===== config.mk =====
export PLATFORM = sky130hd
export DESIGN_NAME = lfsr_rand_gen
export DESIGN_NICKNAME = d
export VERILOG_FILES = /design/src/rtl/lfsr_rand_gen_pkg.sv /design/src/rtl/lfsr_rand_gen_core.sv /design/src/rtl/lfsr_rand_gen.sv
export SDC_FILE = /design/constraint.sdc
export NUM_CORES = 1
export LEC_CHECK = 0
export CAP_MARGIN = 20
export CORE_MARGIN = 2
export CORE_UTILIZATION = 30
export CTS_CLUSTER_DIAMETER = 40
export DETAILED_ROUTE_END_ITERATION = 10
export PLACE_DENSITY = 0.59
export REMOVE_ABC_BUFFERS = 1
export SLEW_MARGIN = 0
export SYNTH_ARGS = -nofsm -noshare
export SYNTH_HDL_FRONTEND = slang
export SYNTH_HIERARCHICAL = 1
export SYNTH_SLANG_ARGS = --single-unit

===== constraint.sdc =====
create_clock -name clock -period 7.2 [get_ports clock]
set_input_delay 1.08 -clock clock [delete_from_list [all_inputs] [get_ports clock]]
set_output_delay 1.08 -clock clock [all_outputs]
set_load 0.01 [all_outputs]

===== src/rtl/lfsr_rand_gen_pkg.sv =====
// Shared constants and types for the whack-a-mole random source.
// Holds feedback masks and non-zero seeds for the widths in use, plus the
// two-state sampling FSM encoding shared by the top level and any consumers.
package lfsr_rand_gen_pkg;

  // Maximal-length feedback masks and safe seeds for common widths.
  localparam logic [3:0]  TAPS_W4   = 4'hC;
  localparam logic [3:0]  SEED_W4   = 4'h1;
  localparam logic [12:0] TAPS_W13  = 13'h100D;
  localparam logic [12:0] SEED_W13  = 13'h000F;

  // Number of mole holes on the board; default accepted sample range.
  localparam int NUM_HOLES = 9;

  // Width of the saturating rejection statistic.
  localparam int REJ_W = 8;

  // FILL shifts towards the next candidate, HOLD presents an accepted sample.
  typedef enum logic {
    FILL = 1'b0,
    HOLD = 1'b1
  } state_e;

endpackage


===== src/rtl/lfsr_rand_gen_core.sv =====
// Fibonacci LFSR shift register with seed mux and lock-up guard.
// The next-state value is exposed (low OUT_W bits) so the sampler can judge
// the post-shift candidate in the same cycle the shift happens.
module lfsr_rand_gen_core
  import lfsr_rand_gen_pkg::*;
#(
  parameter int               WIDTH        = 13,
  parameter logic [WIDTH-1:0] TAPS         = TAPS_W13,
  parameter logic [WIDTH-1:0] DEFAULT_SEED = SEED_W13,
  parameter int               OUT_W        = 4
) (
  input  logic             clock,
  input  logic             reset,
  input  logic             shift_en_i,
  input  logic             load_i,
  input  logic [WIDTH-1:0] seed_i,
  output logic [OUT_W-1:0] sample_o
);

  logic [WIDTH-1:0] lfsr_q;
  logic [WIDTH-1:0] lfsr_d;
  logic             feedback;
  logic [WIDTH-1:0] shifted;

  assign feedback = ^(lfsr_q & TAPS);
  assign shifted  = {lfsr_q[WIDTH-2:0], feedback};

  // Seed load wins, then recovery from the all-zero lock-up state, then a shift.
  always_comb begin
    lfsr_d = lfsr_q;
    if (load_i) begin
      lfsr_d = (seed_i == '0) ? DEFAULT_SEED : seed_i;
    end else if (lfsr_q == '0) begin
      lfsr_d = DEFAULT_SEED;
    end else if (shift_en_i) begin
      lfsr_d = shifted;
    end
  end

  // Shift register state; reset returns to the non-zero default seed.
  always_ff @(posedge clock or posedge reset) begin
    if (reset) begin
      lfsr_q <= DEFAULT_SEED;
    end else begin
      lfsr_q <= lfsr_d;
    end
  end

  assign sample_o = lfsr_d[OUT_W-1:0];

endmodule


===== src/rtl/lfsr_rand_gen.sv =====
// Range-limited random index source for the whack-a-mole game.
// An LFSR core shifts whenever play is high; every SHIFTS shifts the low
// OUT_W bits form a candidate that is either offered over valid/ready or
// rejected (and counted) when it falls outside 0..RANGE-1.
module lfsr_rand_gen
  import lfsr_rand_gen_pkg::*;
#(
  parameter int               WIDTH        = 13,
  parameter logic [WIDTH-1:0] TAPS         = TAPS_W13,
  parameter logic [WIDTH-1:0] DEFAULT_SEED = SEED_W13,
  parameter int               OUT_W        = 4,
  parameter int               SHIFTS       = 13,
  parameter int               RANGE        = NUM_HOLES
) (
  input  logic             clock,
  input  logic             reset,
  input  logic             play,
  input  logic             seed_load,
  input  logic [WIDTH-1:0] seed_in,
  output logic [OUT_W-1:0] rnd,
  output logic             rnd_valid,
  input  logic             rnd_ready,
  output logic [7:0]       reject_cnt
);

  // Counter wide enough to reach SHIFTS-1; a single bit when SHIFTS is 1.
  localparam int                 CNT_W   = (SHIFTS > 1) ? $clog2(SHIFTS) : 1;
  localparam logic [CNT_W-1:0]   LAST    = CNT_W'(SHIFTS - 1);
  // One extra bit so RANGE = 2**OUT_W is representable and accepts everything.
  localparam logic [OUT_W:0]     RANGE_L = (OUT_W + 1)'(RANGE);
  localparam logic [REJ_W-1:0]   REJ_MAX = '1;

  state_e           state_q, state_d;
  logic [CNT_W-1:0] count_q, count_d;
  logic [OUT_W-1:0] rnd_q, rnd_d;
  logic             valid_q, valid_d;
  logic [REJ_W-1:0] rej_q, rej_d;

  logic [OUT_W-1:0] candidate;
  logic             candidateOk;
  logic             handshake;

  lfsr_rand_gen_core #(
    .WIDTH        (WIDTH),
    .TAPS         (TAPS),
    .DEFAULT_SEED (DEFAULT_SEED),
    .OUT_W        (OUT_W)
  ) u_core (
    .clock      (clock),
    .reset      (reset),
    .shift_en_i (play),
    .load_i     (seed_load),
    .seed_i     (seed_in),
    .sample_o   (candidate)
  );

  assign candidateOk = ({1'b0, candidate} < RANGE_L);
  assign handshake   = valid_q & rnd_ready;

  // Sampling FSM: counts shifts in FILL, judges candidates, holds in HOLD.
  always_comb begin
    state_d = state_q;
    count_d = count_q;
    rnd_d   = rnd_q;
    valid_d = valid_q;
    rej_d   = rej_q;

    if (seed_load) begin
      state_d = FILL;
      count_d = '0;
      valid_d = 1'b0;
      rej_d   = '0;
    end else begin
      unique case (state_q)
        FILL: begin
          if (play) begin
            if (count_q == LAST) begin
              count_d = '0;
              if (candidateOk) begin
                rnd_d   = candidate;
                valid_d = 1'b1;
                state_d = HOLD;
              end else if (rej_q != REJ_MAX) begin
                rej_d = rej_q + 1'b1;
              end
            end else begin
              count_d = count_q + 1'b1;
            end
          end
        end
        HOLD: begin
          count_d = '0;
          if (handshake) begin
            valid_d = 1'b0;
            state_d = FILL;
          end
        end
        default: begin
          state_d = FILL;
          count_d = '0;
          valid_d = 1'b0;
        end
      endcase
    end
  end

  // FSM, counter, sample and statistic registers.
  always_ff @(posedge clock or posedge reset) begin
    if (reset) begin
      state_q <= FILL;
      count_q <= '0;
      rnd_q   <= '0;
      valid_q <= 1'b0;
      rej_q   <= '0;
    end else begin
      state_q <= state_d;
      count_q <= count_d;
      rnd_q   <= rnd_d;
      valid_q <= valid_d;
      rej_q   <= rej_d;
    end
  end

  assign rnd        = rnd_q;
  assign rnd_valid  = valid_q;
  assign reject_cnt = rej_q;

endmodule


==> results_dict.tcl, run 1 <==
set metrics [dict create \
    outcome "complete, no violations" \
    slowest_stage "or3_1" \
    worst_pin_slew_ps 688 \
    vias 1282 \
    ys_seq_elements 31 \
    final_nets 207 \
    cp.required_ps 7410 \
    fin_cells 258 \
    hold_viol_final 0 \
    grt_pass1_wl_mm 6.38 \
    cts_buffers 5 \
    fin_worst_skew_ps 8.36 \
    die_area_mm2 0.00612 \
    grt_pass1_vias 1319 \
    max_cap_violations 0 \
    synth_common_cells "27 x dfrtp_1, 15 x nand2_1, 12 x mux2i_1, 8 x inv_1, 8 x o21ai_0" \
    yosysWarnings 6 \
    maxSlewViolCount 0 \
    synth_compound_area_frac 0.140 \
    yosys.area_share.simple 0.168 \
    cts_tree "built" \
    synth_top_area_share 0.408 \
    vdd_drop_max_v 0.0000711 \
    post_cts_buffers 0 \
    cp.arrival_ps 3860 \
    synth_area_leaders "dfrtp_1 41%, mux2i_1 7.3%, dfstp_2 6.4%" \
    ctsHoldBuffers 0 \
    p_sw_mw 0.100 \
    power.internal_mw 0.322 \
    post_cts_resize_count 0 \
    clkSinkCount 31 \
    cts-root-buf "clkbuf_8" \
    combPwrFrac 0.114 \
    avgSynthCellArea_um2 10.5 \
    hp-class "reg -> reg" \
    routed_wl_mm 3.56 \
    initial_core_util 0.306 \
    place_inst 250 \
    antenna_found_initial 0 \
    track_usage 0.133 \
    cts_max_path_buffers 2 \
    dr.pass1.iters 4 \
    synth_ff_type "dfrtp_1" \
    synthXorXnorAreaFrac 0.0265 \
    ys_async_sr_fraction 1.00 \
    cpPeakStageDelay_ps 540 \
    ioPinCount 31 \
    clkPwrFrac 0.421 \
    post_drt_wl_per_cell_um 13.8 \
    synth_fa_ha_area_frac 0.0303 \
    grt.overflow.total 0 \
    synth_edf_count 0 \
    vias_per_cell 4.97 \
    drc 0 \
    setup_viol 0 \
    tns_ps 0 \
    end_kind "flop" \
    n_fill_cell 559 \
    power_density_mw_per_mm2 201 \
    antenna_cells 0 \
    io_buffers 30 \
    grt_max_degree 31 \
    ys_seq_area_frac 0.472 \
    first_iter_violations 89 \
    yosysUniqueCellTypes 41 \
    fp.coreArea_mm2 0.00541 \
    synthCells 158 \
    p_leak_nw 0.885 \
    clk_pin_slew_ps 60 \
    swShare 0.237 \
    htreeDepth 2 \
    fp.dieH_um 78.3 \
    pwr-share-seq 0.464 \
    gp_congestion 0.807 \
    clock.fmax_mhz 274 \
    layout-drive-gt1-share 0.118 \
    muxShareOfSynthArea 0.0998 \
    ant_nets 0 \
    area_growth_pct 27.1 \
    synth_top_family_by_area "simple AND/OR/NAND/NOR gates" \
    slew_headroom 0.541 \
    hpwl_mm 2.51 \
    period_needed_ps 3650 \
    yosysTopAreaCell "dfrtp_1" \
    rsz0062_at_grt "no" \
    insertion_delay_ps 290 \
    crit_chain "clkdlybuf4s50_1 -> nor4_1 -> nand4_1 -> nand2_2 -> a2bb2oi_1 -> o31ai_1 -> or3_1 -> or4_1 -> a21oi_1" \
    synth_most_common_cell "dfrtp_1" \
    die_w_um 78.3 \
    worstSetupPathType "in -> reg" \
    synthesis.area_mm2 0.00165 \
    cp-start-kind "input port" \
    cp_max_fo 16 \
    finalCritPeriodShare 0.507 \
    row_count 27 \
]
## layout by cell type, fill, tap and decap left out, types with 3 or more instances in the layout
cell type        instances
a21oi_1                  7
nand4_1                  3
clkbuf_8                 6
o31ai_1                  5
clkdlybuf4s50_1         30
xor2_1                   4
ha_1                     4
or4_1                    5
nand3_1                  4
mux2i_1                 12
nor2_1                   5
o21ai_0                  8
a2bb2oi_1                4
mux2_1                   3
dfrtp_1                 27
nand2_1                 15
inv_1                    8
dfstp_2                  4
## sequential cells by signal, indices dropped and copies added (netlist names)
register	flops
rnd_valid	1
count_q	4
u_core/lfsr_q	13
rnd	4
reject_cnt	8
state_q	1
## area by class of cell
| cell class | instances | area (um^2) | share of cell area |
|---|---|---|---|
| inverter | 8 | 30.0 | 0.0143 |
| timing repair buffer | 32 | 315 | 0.150 |
| multi-input combinational | 107 | 768 | 0.365 |
| clock inverter | 2 | 35.0 | 0.0167 |
| clock buffer | 6 | 82.6 | 0.0393 |
| tap | 72 | 90.1 | 0.0429 |
| sequential | 31 | 781 | 0.371 |
## metrics by stage
stage               total power, mW  cell area (um^2)   util  setup slack (ps)  hold slack, ps
floorplan                     0.223              1580      -              4140             465
global placement              0.248              1980  0.367              3280             485
detailed placement            0.248              1980  0.367              3230             481
CTS                           0.429              2100  0.389              3520             497
global route                  0.444              2100  0.389              3310             529
finish                        0.422              2100  0.389              3550             490
## kinds of logic after synthesis
kind of cell	count (synthesis)
AND/OR/NAND/NOR	48
AO/OA/AOI/OAI	34
flip-flops	31
buffers and inverters	20
multiplexers	16
XOR/XNOR	5
adder cells (fa/ha/maj)	4
## critical path, delay by kind of cell
family | cells | cell delay [ps]
compound gates | 3 | 600
simple gates | 5 | 1760
buf+inv | 1 | 420
## power groups by stage
stage / combinational, mW / clock, mW / sequential [mW]
2_1_floorplan: 0.0271 / 0 / 0.196
3_3_place_gp: 0.0484 / 0 / 0.199
3_5_place_dp: 0.0489 / 0 / 0.199
4_1_cts: 0.0490 / 0.183 / 0.196
5_1_grt: 0.0550 / 0.192 / 0.198
6_report: 0.0482 / 0.178 / 0.196
## metal layers
| metal | GRT usage | up-vias | part of all wire |
|---|---|---|---|
| met5 | 0 | - | 0 |
| met2 | 0.193 | 30 | 0.43 |
| met4 | 0.0509 | 0 | 0.015 |
| li1 | - | 630 | - |
| met1 | 0.180 | 616 | 0.51 |
| met3 | 0.0494 | 6 | 0.052 |
## final timing paths
check	from	slack (ps)	cells past startpoint	to
worst max register to register	u_core/lfsr_q[2]	4200	10	reject_cnt[7]
min in group asynchronous	reset	1160	2	u_core/lfsr_q[7]
max in group asynchronous	reset	5530	2	reject_cnt[5]
worst min register to register	rnd[2]	490	1	rnd[2]
worst max-delay path	seed_in[6]	3550	9	reject_cnt[7]
worst min-delay path	rnd[2]	490	1	rnd[2]
Power figures use the tool's default switching activity.
==> run 2, diff against run 1 <==
--- a/config.mk
+++ b/config.mk
@@ -10,7 +10,7 @@
 export CORE_UTILIZATION = 30
 export CTS_CLUSTER_DIAMETER = 40
 export DETAILED_ROUTE_END_ITERATION = 10
-export PLACE_DENSITY = 0.59
+export PLACE_DENSITY = 0.61
 export REMOVE_ABC_BUFFERS = 1
 export SLEW_MARGIN = 0
 export SYNTH_ARGS = -nofsm -noshare
==> constraint.sdc (replaced) <==
create_clock -name clock -period 3.2 [get_ports clock]
set_input_delay 0.48 -clock clock [delete_from_list [all_inputs] [get_ports clock]]
set_output_delay 0.48 -clock clock [all_outputs]
set_load 0.01 [all_outputs]
==> run 2 against run 1 <==
Against the previous run: worst hold slack worse by 4.9 ps; die area unchanged; sequential cell count unchanged; clock-buffer cell count is 2 higher; sequential share of layout area shrank 0.48 points; register-to-register slack got worse by 3800 ps; combinational power increased by 140%; highest routed layer unchanged.
==> results_dict.tcl, run 2 (synthesis results as in run 1) <==
set metrics [dict create \
    outcome "complete, no violations" \
    vias_per_cell 4.88 \
    regMostFlops "u_core/lfsr_q" \
    vdd_drop_max_v 0.000146 \
    die_w_um 78.3 \
    post_drt_wl_per_cell_um 13.4 \
    wl_met3_um 191 \
    maxSlewViolCount 0 \
    post_cts_buffers 0 \
    grt_pass1_vias 1316 \
    end_kind "flop" \
    first_iter_violations 75 \
    worstSetupPathType "in -> reg" \
    antenna_cells 0 \
    hpwl_mm 2.61 \
    grt_max_degree 29 \
    clkSinkCount 31 \
    max_cap_violations 0 \
    clock.fmax_mhz 350 \
    hold_viol_final 0 \
    gp_congestion 0.749 \
    fin_worst_skew_ps 7.13 \
    final_core_util 0.394 \
    cts_tree "built" \
    cp-start-kind "input port" \
    n_fill_cell 555 \
    area_growth_pct 28.7 \
    largest_reg_flops 13 \
    track_usage 0.126 \
    initial_core_util 0.306 \
    clk_pin_slew_ps 70 \
    htreeDepth 2 \
    antenna_found_initial 0 \
    slew_headroom 0.554 \
    die_area_mm2 0.00612 \
    vias 1287 \
    finalCritPeriodShare 0.893 \
    cp.required_ps 3400 \
    ioPinCount 31 \
    period_needed_ps 2860 \
    dr.pass1.iters 4 \
    fp.coreArea_mm2 0.00541 \
    cp_max_fo 12 \
    fp.dieH_um 78.3 \
    r2r_slack_ps 370 \
    cts_max_path_buffers 2 \
    power_density_mw_per_mm2 420 \
    p_leak_nw 0.903 \
    row_count 27 \
    insertion_delay_ps 280 \
    layout-drive-gt1-share 0.141 \
    io_buffers 30 \
    routed_wl_mm 3.53 \
    met2_length_mm 1.42 \
    grt.overflow.total 0 \
    final_cell_mix "30 x clkdlybuf4s50_1, 27 x dfrtp_1, 15 x nand2_1, 12 x mux2i_1" \
    highest_layer "met4" \
    m1WireLength_mm 1.86 \
    hp-class "reg -> reg" \
    setup_viol 0 \
    rsz0062_at_grt "no" \
    layout_commonest_cell "clkdlybuf4s50_1" \
    worst_pin_slew_ps 668 \
    post_cts_resize_count 0 \
    grt_pass1_wl_mm 6.07 \
    final_nets 213 \
    cts-root-buf "clkbuf_8" \
    cts_buffers 5 \
    drc 0 \
    cp.arrival_ps 3060 \
    ctsHoldBuffers 0 \
    ant_nets 0 \
    tns_ps 0 \
]
==> run 2: cell count changes in the layout (fill, tap and decap cells not counted), sizes merged <==
cell / previous run / this run
buf: 2 / 8
bufinv: 1 / 0
clkbuf: 6 / 8
clkinv: 1 / 0
==> run 2: worst max-delay path, cell delays in order <==
cell	delay (ps)
clkdlybuf4s50_1	450
nor4_1	330
nand4_1	160
nand2_2	130
a2bb2oi_1	220
o31ai_1	120
or3_1	490
buf_4	210
or3b_1	350
a21oi_1	130
==> run 2: cell type report <==
cell class / instances / area, um^2 / area share
clock buffers: 8 / 100 / 0.0470
flip-flops and latches: 31 / 781 / 0.367
inverters: 8 / 30.0 / 0.0141
repair buffers: 38 / 360 / 0.169
multi-input cells: 107 / 768 / 0.361
well taps: 72 / 90.1 / 0.0423
==> run 2: metal layers <==
metal | vias to the layer above | global-route usage
li1 | 640 | -
met1 | 610 | 0.174
met2 | 31 | 0.183
met3 | 6 | 0.0437
met4 | 0 | 0.0421
met5 | - | 0
==> run 2: worst paths after layout <==
check,startpoint,cells past startpoint,end
max,seed_in[0],10,reject_cnt[1]
min,rnd[0],1,rnd[0]
max reg2reg,u_core/lfsr_q[2],11,reject_cnt[1]
min reg2reg,rnd[0],1,rnd[0]
max in group asynchronous,reset,2,reject_cnt[1]
min in group asynchronous,reset,2,u_core/lfsr_q[6]
==> run 2: power by group <==
group          internal (mW)  total [mW]  switching (mW)
clock                  0.196       0.335           0.139
combinational         0.0624       0.118          0.0556
sequential             0.419       0.442          0.0235
==> run 2: metrics by stage <==
stage,power [mW],instances,hold WS [ps],area (um^2),setup slack [ps]
after floorplan,0.503,146,354,1580,564
after global placement,0.567,256,469,2030,149
after detailed placement,0.567,256,477,2030,50.0
after CTS,0.908,264,491,2130,334
after global routing,0.946,264,510,2130,125
final,0.895,264,485,2130,341
